File: config.mk
export PLATFORM = sky130hd
export DESIGN_NAME = pulse_burst_monitor_flat
export DESIGN_NICKNAME = d
export VERILOG_FILES = /design/src/rtl/pulse_burst_monitor_pkg.sv /design/src/rtl/pulse_burst_monitor_if.sv /design/src/rtl/pulse_burst_monitor_sat_cnt.sv /design/src/rtl/pulse_burst_monitor.sv /design/src/flat_wrapper.sv
export SDC_FILE = /design/constraint.sdc
export NUM_CORES = 1
export LEC_CHECK = 0
export BUFFER_PORTS_ARGS = -buffer_cell sky130_fd_sc_hd__buf_2
export CAP_MARGIN = 20
export CORE_MARGIN = 1
export CORE_UTILIZATION = 40
export CTS_BUF_LIST = sky130_fd_sc_hd__clkbuf_8
export DETAILED_ROUTE_END_ITERATION = 10
export GPL_ROUTABILITY_DRIVEN = 0
export PLACE_DENSITY_LB_ADDON = 0.2
export SETUP_SLACK_MARGIN = 0.02
export SLEW_MARGIN = 20
export SYNTH_ARGS = -nofsm -noshare
export SYNTH_HDL_FRONTEND = slang
export SYNTH_SLANG_ARGS = --single-unit
File: constraint.sdc
create_clock -name clk -period 3.2 [get_ports clk]
set_input_delay 0.96 -clock clk [delete_from_list [all_inputs] [get_ports clk]]
set_output_delay 0.96 -clock clk [all_outputs]
set_load 0.05 [all_outputs]
File: src/rtl/pulse_burst_monitor_pkg.sv
// pulse_mon_pkg: shared state enum, result record and field widths for pulse_burst_monitor.
// Field widths follow the default MAX_PULSES/MAX_WIDTH; instances must not exceed them.
package pulse_mon_pkg;
   localparam int MAX_PULSES_DEF = 16;
   localparam int MAX_WIDTH_DEF  = 64;
   localparam int CNT_W = $clog2(MAX_PULSES_DEF + 1);
   localparam int WID_W = $clog2(MAX_WIDTH_DEF + 1);

   typedef enum logic [1:0] {IDLE, HIGH, GAP} state_e;

   typedef struct packed {
      logic [CNT_W-1:0] count;
      logic [WID_W-1:0] min_w;
      logic [WID_W-1:0] max_w;
      logic             ovf;
      logic             width_err;
   } result_t;
endpackage

File: src/rtl/pulse_burst_monitor_if.sv
// pulse_burst_monitor_if: valid/ready result channel carrying one burst record.
interface pulse_burst_monitor_if;
   import pulse_mon_pkg::*;
   logic             res_valid;
   logic             res_ready;
   logic [CNT_W-1:0] res_count;
   logic [WID_W-1:0] res_min_w;
   logic [WID_W-1:0] res_max_w;
   logic             res_ovf;
   logic             res_width_err;
   modport master (output res_valid, res_count, res_min_w, res_max_w, res_ovf, res_width_err,
                   input  res_ready);
   modport slave  (input  res_valid, res_count, res_min_w, res_max_w, res_ovf, res_width_err,
                   output res_ready);
endinterface

File: src/rtl/pulse_burst_monitor_sat_cnt.sv
// sat_cnt: up-counter that holds at MAX; sync clear beats load beats increment.
module sat_cnt #(
   parameter int         W   = 8,
   parameter logic [W-1:0] MAX = '1
) (
   input  logic         clk,
   input  logic         rstn,
   input  logic         clr,
   input  logic         ld,
   input  logic [W-1:0] ld_val,
   input  logic         inc,
   output logic [W-1:0] q
);
   logic [W-1:0] q_q, q_d;
   always_comb q_d = clr ? '0 : ld ? ld_val : (inc && q_q != MAX) ? q_q + 1'b1 : q_q;
   always_ff @(posedge clk or negedge rstn)
      if (!rstn) q_q <= '0;
      else       q_q <= q_d;
   assign q = q_q;
endmodule

File: src/rtl/pulse_burst_monitor.sv
// pulse_burst_monitor: measures bursts of high pulses and emits one record per burst.
// Optional PULSE_MON_WIDTH_CHECK_EN flags any closed pulse whose width differs from EXP_WIDTH.
module pulse_burst_monitor
   import pulse_mon_pkg::*;
#(
   parameter int MAX_PULSES = MAX_PULSES_DEF,
   parameter int MAX_WIDTH  = MAX_WIDTH_DEF,
   parameter int GAP_CYCLES = 8,
   parameter int EXP_WIDTH  = 4
) (
   input  logic                        clk,
   input  logic                        rstn,
   input  logic                        clr,
   input  logic                        pulse_in,
   pulse_burst_monitor_if.master       res,
   output logic [7:0]                  drop_cnt
);
   localparam int GW = $clog2(GAP_CYCLES + 1);

   state_e           state_q, state_d;
   logic [CNT_W-1:0] count_q, count_d;
   logic [WID_W-1:0] min_q, min_d, max_q, max_d;
   logic             ovf_q, ovf_d, werr_q, werr_d;
   result_t          res_q, res_d;
   logic             valid_q, valid_d;
   logic [WID_W-1:0] w_cnt;
   logic [GW-1:0]    g_cnt;
   logic             w_ld, w_inc, g_ld, g_inc, done, load, drop_inc, w_bad, w_sat, c_sat;

   sat_cnt #(.W(WID_W), .MAX(WID_W'(MAX_WIDTH))) u_w_cnt (
      .clk(clk), .rstn(rstn), .clr(clr), .ld(w_ld), .ld_val(WID_W'(1)), .inc(w_inc), .q(w_cnt));
   sat_cnt #(.W(GW), .MAX(GW'(GAP_CYCLES))) u_g_cnt (
      .clk(clk), .rstn(rstn), .clr(clr), .ld(g_ld), .ld_val(GW'(1)), .inc(g_inc), .q(g_cnt));
   sat_cnt #(.W(8), .MAX(8'hFF)) u_drop_cnt (
      .clk(clk), .rstn(rstn), .clr(clr), .ld(1'b0), .ld_val(8'h00), .inc(drop_inc), .q(drop_cnt));

   assign w_sat = w_cnt == WID_W'(MAX_WIDTH);
   assign c_sat = count_q == CNT_W'(MAX_PULSES);

`ifdef PULSE_MON_WIDTH_CHECK_EN
   assign w_bad = w_cnt != WID_W'(EXP_WIDTH);
`else
   // Constant false: no compare hardware, EXP_WIDTH merely stays referenced.
   assign w_bad = EXP_WIDTH < 0;
`endif

   always_comb begin
      state_d = state_q;
      count_d = count_q;
      min_d   = min_q;
      max_d   = max_q;
      ovf_d   = ovf_q;
      werr_d  = werr_q;
      w_ld    = 1'b0;
      w_inc   = 1'b0;
      g_ld    = 1'b0;
      g_inc   = 1'b0;
      done    = 1'b0;
      case (state_q)
         IDLE: if (pulse_in) begin
            state_d = HIGH;
            w_ld    = 1'b1;
            count_d = '0;
            min_d   = '1;
            max_d   = '0;
            ovf_d   = 1'b0;
            werr_d  = 1'b0;
         end
         HIGH: if (pulse_in) begin
            w_inc = 1'b1;
            ovf_d = ovf_q | w_sat;
         end else begin
            state_d = GAP;
            g_ld    = 1'b1;
            count_d = c_sat ? count_q : count_q + 1'b1;
            ovf_d   = ovf_q | c_sat;
            min_d   = w_cnt < min_q ? w_cnt : min_q;
            max_d   = w_cnt > max_q ? w_cnt : max_q;
            werr_d  = werr_q | w_bad;
         end
         GAP: if (pulse_in) begin
            state_d = HIGH;
            w_ld    = 1'b1;
         end else if (g_cnt == GW'(GAP_CYCLES - 1)) begin
            state_d = IDLE;
            done    = 1'b1;
         end else begin
            g_inc = 1'b1;
         end
         default: state_d = IDLE;
      endcase
      // A pending record is only replaced when it is being handed off this very cycle.
      load     = done && (!valid_q || res.res_ready);
      drop_inc = done && valid_q && !res.res_ready;
      res_d    = load ? '{count: count_q, min_w: min_q, max_w: max_q, ovf: ovf_q, width_err: werr_q} : res_q;
      valid_d  = load | (valid_q & ~res.res_ready);
      if (clr) begin
         state_d = IDLE;
         count_d = '0;
         min_d   = '1;
         max_d   = '0;
         ovf_d   = 1'b0;
         werr_d  = 1'b0;
         res_d   = '0;
         valid_d = 1'b0;
      end
   end

   always_ff @(posedge clk or negedge rstn)
      if (!rstn) begin
         state_q <= IDLE;
         count_q <= '0;
         min_q   <= '1;
         max_q   <= '0;
         ovf_q   <= 1'b0;
         werr_q  <= 1'b0;
         res_q   <= '0;
         valid_q <= 1'b0;
      end else begin
         state_q <= state_d;
         count_q <= count_d;
         min_q   <= min_d;
         max_q   <= max_d;
         ovf_q   <= ovf_d;
         werr_q  <= werr_d;
         res_q   <= res_d;
         valid_q <= valid_d;
      end

   assign res.res_valid     = valid_q;
   assign res.res_count     = res_q.count;
   assign res.res_min_w     = res_q.min_w;
   assign res.res_max_w     = res_q.max_w;
   assign res.res_ovf       = res_q.ovf;
   assign res.res_width_err = res_q.width_err;
endmodule

File: src/flat_wrapper.sv
// flat-port wrapper written by rule: the top's interface ports become plain ports
module pulse_burst_monitor_flat import pulse_mon_pkg::*;
#(
   parameter int MAX_PULSES = MAX_PULSES_DEF,
   parameter int MAX_WIDTH  = MAX_WIDTH_DEF,
   parameter int GAP_CYCLES = 8,
   parameter int EXP_WIDTH  = 4
)
  (clk, rstn, clr, pulse_in, drop_cnt, res_res_valid, res_res_count, res_res_min_w, res_res_max_w, res_res_ovf, res_res_width_err, res_res_ready);
  pulse_burst_monitor_if res_i ();
  input  logic clk;
  input  logic rstn;
  input  logic clr;
  input  logic pulse_in;
  output logic [7:0] drop_cnt;
  output wire logic [$bits(res_i.res_valid)-1:0] res_res_valid;
  output wire logic [$bits(res_i.res_count)-1:0] res_res_count;
  output wire logic [$bits(res_i.res_min_w)-1:0] res_res_min_w;
  output wire logic [$bits(res_i.res_max_w)-1:0] res_res_max_w;
  output wire logic [$bits(res_i.res_ovf)-1:0] res_res_ovf;
  output wire logic [$bits(res_i.res_width_err)-1:0] res_res_width_err;
  input wire logic [$bits(res_i.res_ready)-1:0] res_res_ready;
  assign res_res_valid = res_i.res_valid;
  assign res_res_count = res_i.res_count;
  assign res_res_min_w = res_i.res_min_w;
  assign res_res_max_w = res_i.res_max_w;
  assign res_res_ovf = res_i.res_ovf;
  assign res_res_width_err = res_i.res_width_err;
  assign res_i.res_ready = res_res_ready;
  pulse_burst_monitor #(.MAX_PULSES(MAX_PULSES), .MAX_WIDTH(MAX_WIDTH), .GAP_CYCLES(GAP_CYCLES), .EXP_WIDTH(EXP_WIDTH)) u_core (.clk(clk), .rstn(rstn), .clr(clr), .pulse_in(pulse_in), .res(res_i), .drop_cnt(drop_cnt));
endmodule
* Yosys cells after proc, flatten, opt, wreduce, memory -nomap -nowiden
Cells that the tools add are included.
** Word-level totals
- Flip-flop bits (word level) :: 64
- Input port bits :: 5
- Output and inout bits :: 30
** Cells by class
- Reduce and logical (&&, ||, !) cells :: 24
- Mux-type cells :: 49
- Add/subtract/negate cells :: 4
- Bitwise gates (word level) :: 5
- Equality and inequality tests :: 14
- Order comparisons :: 2
** Operator list (number)
- 7-bit two-way mux :: 11
- 21-bit two-way mux :: 2
- 7-bit one-hot mux with 2 select lines :: 2
- 5-bit two-way mux :: 4
- 1-bit two-way mux :: 17
- 8-bit two-way mux :: 2
- 4-bit two-way mux :: 3
- 4-bit AND reduction :: 3
- 2-bit two-way mux :: 5
- 5-bit one-hot mux with 2 select lines :: 1
- 3-bit inequality test, second input constant :: 3
- 3-bit nonzero test :: 3
- 8-bit by 1-bit adder with 8-bit output, second input constant :: 1
- 8-bit inequality test, second input constant :: 1
- 2-bit nonzero test :: 4
- 7-bit by 1-bit adder with 7-bit output, second input constant :: 1
- 7-bit equality test, second input constant :: 1
- 7-bit > comparator :: 1
- 7-bit less-than comparator :: 1
- 7-bit inequality test, second input constant :: 1
- 1-bit logical AND :: 6
- 3-bit by 2-bit inequality test with 1-bit output, second input constant :: 2
- 2-bit one-hot mux with 3 select lines :: 1
- 5-bit by 1-bit adder with 5-bit output, second input constant :: 1
- 17 further kinds :: 21

* Depth between registers and ports, before layout
- Depth in word-level cells :: 9
- Depth in mapped cells :: 7
- Gate-level depth less buffers :: 6

* By module
From an unflattened synthesis, not the netlist that was laid out.
** Unflattened totals
- Cells, all modules :: 369
- Area total of the unflattened synthesis :: 3659.8 um^2
** Modules (own cells, without submodules)
- pulse_burst_monitor :: sequential area each 1084.8 um^2, instances 1, cells each 221, area an instance 2284.7 um^2
- sat_cnt (u_core.u_drop_cnt) :: sequential area each 200.2 um^2, instances 1, cells each 64, area an instance 596.8 um^2
- sat_cnt (u_core.u_w_cnt) :: sequential area each 175.2 um^2, instances 1, cells each 53, area an instance 488.0 um^2
- sat_cnt (u_core.u_g_cnt) :: sequential area each 100.1 um^2, instances 1, cells each 31, area an instance 290.3 um^2

* Least setup slack after synthesis
Ideal clock, no wire load.
- Path kind :: input to register
- Start point :: input pulse_in
- End point :: register u_core.u_drop_cnt.q_q[5], in the netlist u_core.u_drop_cnt.q[5]
- Arrival :: 2124 ps
- Slack :: 951 ps
- Buffers on the path :: 1
- Cell stages on the path :: 5
- Library setup time :: 125 ps
- Cells stage by stage :: buf_6 -> nor3b_4 -> nand3b_2 -> nor4_1 -> mux2_2
** On the way
- Longest elaborated chain between the ends :: 6
** RTL lines
- start: declaration :: RTL line flat_wrapper.sv:14 : input logic pulse_in;
- 1-bit two-way mux :: RTL line pulse_burst_monitor.sv:81 : GAP: if (pulse_in) begin
- 1-bit two-way mux :: RTL line pulse_burst_monitor.sv:59 : case (state_q)
- 1-bit logical AND (2 in series) :: RTL line pulse_burst_monitor.sv:94 : drop_inc = done && valid_q && !res.res_ready;
- 1-bit logical AND :: RTL line pulse_burst_monitor_sat_cnt.sv:15 : always_comb q_d = clr ? '0 : ld ? ld_val : (inc && q_q != MAX) ? q_q + 1'b1 : q_q;
- 2-bit nonzero test (no source line)
- end signal: assignment :: RTL line pulse_burst_monitor_sat_cnt.sv:18 : else q_q <= q_d;
- end: declaration :: RTL line pulse_burst_monitor_sat_cnt.sv:14 : logic [W-1:0] q_q, q_d;
Every way passes these cells.
A chain may end at the register's enable or synchronous reset.

* Worst setup path in the final report
- Start point :: register u_core.min_q[2]
- End point :: register u_core.min_q[3]
** On the way
- Longest elaborated chain between the ends :: 3
** RTL lines
- start: declaration :: RTL line pulse_burst_monitor.sv:22 : logic [WID_W-1:0] min_q, min_d, max_q, max_d;
- start signal: assignment :: RTL line pulse_burst_monitor.sv:122 : min_q <= min_d;
- 7-bit less-than comparator :: RTL line pulse_burst_monitor.sv:77 : min_d = w_cnt < min_q ? w_cnt : min_q;
- 3-bit by 2-bit inequality test with 1-bit output (no source line)
- 4-bit AND reduction (no source line)
Every way passes these cells.

==> metrics <==
status=finished clean; setup slack, reg-to-reg=roughly 0.95 ns; Total GRT Usage=0.1770; Post-CTS Setup Bufs=0; Util after Layout=0.4759; TNS Setup=0 ns; Yosys Warn Count=0; port bufs=33; fin nets=373; worst r2r src=u_core.min_q[2]; CP endpoint kind=register; Lkg Pwr=roughly 1.8 nW; initial antenna violation count=0; syn_area_per_cell=10.61 um2; # IOs=35; Max VDD drop=0.2474 mV; cts hold-fix bufs=0; Crit-path slowest cell=dfstp_2; synth cell count leaders=55 x dfrtp_1, 25 x inv_1, 21 x nand2_1; final worst path period need=about 2.3 ns; Met2 Wirelength=3245 um; Inserted Diodes=0; WP data required=3.45 ns; post-CTS sizing=0; clock share of power=0.390; Skew-Pair Late Insertion Delay=0.34 ns; worst min-delay path startpoint=u_core.res.res_min_w[4]; die footprint=slightly below 9000 um2; share of cells above drive strength 1=0.2125; area leader, netlist=dfrtp_1; Chip Width=93.39 um; met3 wire length=between 200 and 250 um; global-route wire length before repair=approximately 12000 um; register share of total power=0.532; CP arrival=2.51 ns; CTS root buffer=clkbuf_8; hold crit path type=register to register; clk buf depth=2; final max-slew violation count=0; path depth of the worst reg2reg path=6; dpl hpwl=4815 um; Unique masters post-synth=56; Worst-Margin Slew=0.7554 ns; NetSw=0.3956 mW; largest net degree at the start of global routing=33; Fin Clk Skew=approximately 0.0066 ns; switch share=0.2585; CTS sink count=62; Final Setup Violations=0; Total Wirelength=6926 um; Clock transition at path regs=roughly 0.070 ns; FMAX=roughly 440 MHz; crit path cell chain=inv_1 > ha_1 > a211o_1 > a31oi_1 > o211a_1 > o211ai_1; cell count after synthesis=315; Num CTS Buffers=9; Yosys reg bits=62; Max Cap Viol=0; drt drc=0; register area share after synthesis=0.4670; CP Max Fanout=8; DR WL/cell=roughly 15 um; Pint=1.135 mW; total grt overflow=0; Most used DFF post-synth=dfrtp_1; num rows=32; relative slew slack=0.4964; FF-to-FF End=u_core.min_q[3]; met1 WL=approximately 3400 um; critical path type=register to register; worst hold endpoint=u_core.res.res_min_w[4]; CTS tree=yes; combinational share of power=0.077; die height=93.39 um; max incr delay on CP=around 0.53 ns; via count of the routed design=~2500; WP buf/inv=1; fin crit share=0.7033; Final Hold Vio Count=0; hold depth=1; Initial Utilization=0.4235; TritonRoute pass-1 iters=4; PwrDens=407.8 nW/um2; post-synth net total=340; synthesis-to-finish area growth=12.36%; Core Area=slightly below 8000 um2; nature of the critical path startpoint=register; Vias/cell=5.473; dominant cells by area after synthesis=dfrtp_1 41%, ha_1 7.5%, dfstp_2 5.5%; Max Used Layer=met4; vias in the first global route=roughly 2500; synthesized cell area=approximately 3300 um2; Starting DRT DRC Count=98; antenna-violating nets left=0; delay-heaviest family, CP=compound AO/OA/AOI/OAI gates; RSZ-0062 raised after global routing=no; H-tree lvl count=3; Post-synth ARST share=1.000; EDFF count, synth=0; top cell type's share of synthesized area=0.4120; count leader, synth=dfrtp_1
registers in the layout (all words and copies together), names as in the netlist:
| signal | flops |
|---|---|
| u_core.count_q | 5 |
| u_core.max_q | 7 |
| u_core.min_q | 7 |
| u_core.ovf_q | 1 |
| u_core.res.res_count | 5 |
| u_core.res.res_max_w | 7 |
| u_core.res.res_min_w | 7 |
| u_core.res.res_ovf | 1 |
| u_core.res.res_valid | 1 |
| u_core.state_q | 2 |
| u_core.u_drop_cnt.q | 8 |
| u_core.u_g_cnt.q | 4 |
| u_core.u_w_cnt.q | 7 |
logic make-up after synthesis:
group	share of synthesized area
AND/OR/NAND/NOR	0.1524
AO/OA/AOI/OAI	0.1948
flip-flops	0.4670
buffers and inverters	0.05842
adder cells (fa/ha/maj)	0.07491
multiplexers	0.03034
XOR/XNOR	0.02097
other	0.001123
layout make-up:
| type | instances | area (um2) |
|---|---|---|
| inverter | 25 | 93.84 |
| fill | 741 | 4134 |
| sequential | 62 | 1560 |
| clock inverter | 6 | 28.78 |
| multi-input combinational | 212 | 1590 |
| timing repair buffer | 38 | 215.2 |
| tap | 102 | 127.6 |
| clock buffer | 10 | 137.6 |
worst reg2reg max path: cells and delay by family (launching register included):
family | cells | cell delay, ns
compound gates | 4 | 1.29
fa+ha+maj | 1 | 0.29
buf+inv | 1 | 0.05
flops | 1 | 0.53
metrics by stage:
| step | total power, mW | hold WS [ns] | cell area (um2) | setup WS (ns) | instances |
|---|---|---|---|---|---|
| after detailed placement | 0.9510 | 0.4868 | 3587 | 0.6878 | 439 |
| after CTS | 1.555 | 0.5038 | 3754 | 0.9287 | 455 |
| after global routing | 1.602 | 0.5135 | 3754 | 0.8529 | 455 |
| after floorplan | 0.9102 | 0.4647 | 3341 | 0.9513 | 315 |
| after global placement | 0.9480 | 0.4836 | 3587 | 0.7524 | 439 |
| final | 1.531 | 0.5026 | 3754 | 0.9494 | 455 |
layout by cell type (no fill, tap or decap), types with 4 or more instances in the layout:
cell / synthesis / layout
xor2_1: 5 / 5
inv_1: 25 / 26
or4_1: 7 / 7
clkbuf_8: 0 / 10
o21ba_2: 4 / 4
buf_2: 6 / 33
dfstp_2: 7 / 7
nand3b_1: 6 / 6
mux2i_1: 9 / 9
buf_4: 1 / 4
o2111ai_1: 8 / 8
o211ai_1: 7 / 7
clkinv_2: 0 / 5
nand4_1: 7 / 7
ha_1: 20 / 20
a21oi_1: 18 / 18
nand3_1: 10 / 10
a22o_1: 20 / 20
nor2_1: 11 / 11
o21ai_0: 6 / 6
o31ai_1: 6 / 6
nand2_1: 21 / 21
dfrtp_1: 55 / 55
power by group through the flow:
stage / Sequential, mW / Combinational, mW / Clock [mW]
6_report: 0.815 / 0.118 / 0.597
5_1_grt: 0.816 / 0.135 / 0.650
4_1_cts: 0.815 / 0.122 / 0.619
3_5_place_dp: 0.829 / 0.122 / 0
3_3_place_gp: 0.829 / 0.119 / 0
2_1_floorplan: 0.824 / 0.0865 / 0
metal layers:
layer | GRT usage | vias to the layer above
met1 | 0.2306 | 1209
met4 | 0.05769 | 0
met5 | 0 | -
met3 | 0.04715 | 10
li1 | - | 1231
met2 | 0.2855 | 40
how the worst max path moves through the flow:
stage | from | cells after the start | slack [ns] | endpoint
final | u_core.min_q[2] | 6 | 0.95 | u_core.min_q[3]
after global routing | u_core.min_q[2] | 6 | 0.85 | u_core.min_q[3]
after CTS | u_core.min_q[2] | 6 | 0.93 | u_core.min_q[3]
after detailed placement | res_res_ready | 5 | 0.69 | u_core.u_drop_cnt.q[5]
after global placement | res_res_ready | 5 | 0.75 | u_core.u_drop_cnt.q[5]
after floorplan | pulse_in | 5 | 0.95 | u_core.u_drop_cnt.q[5]
Power figures use the tool's default switching activity.
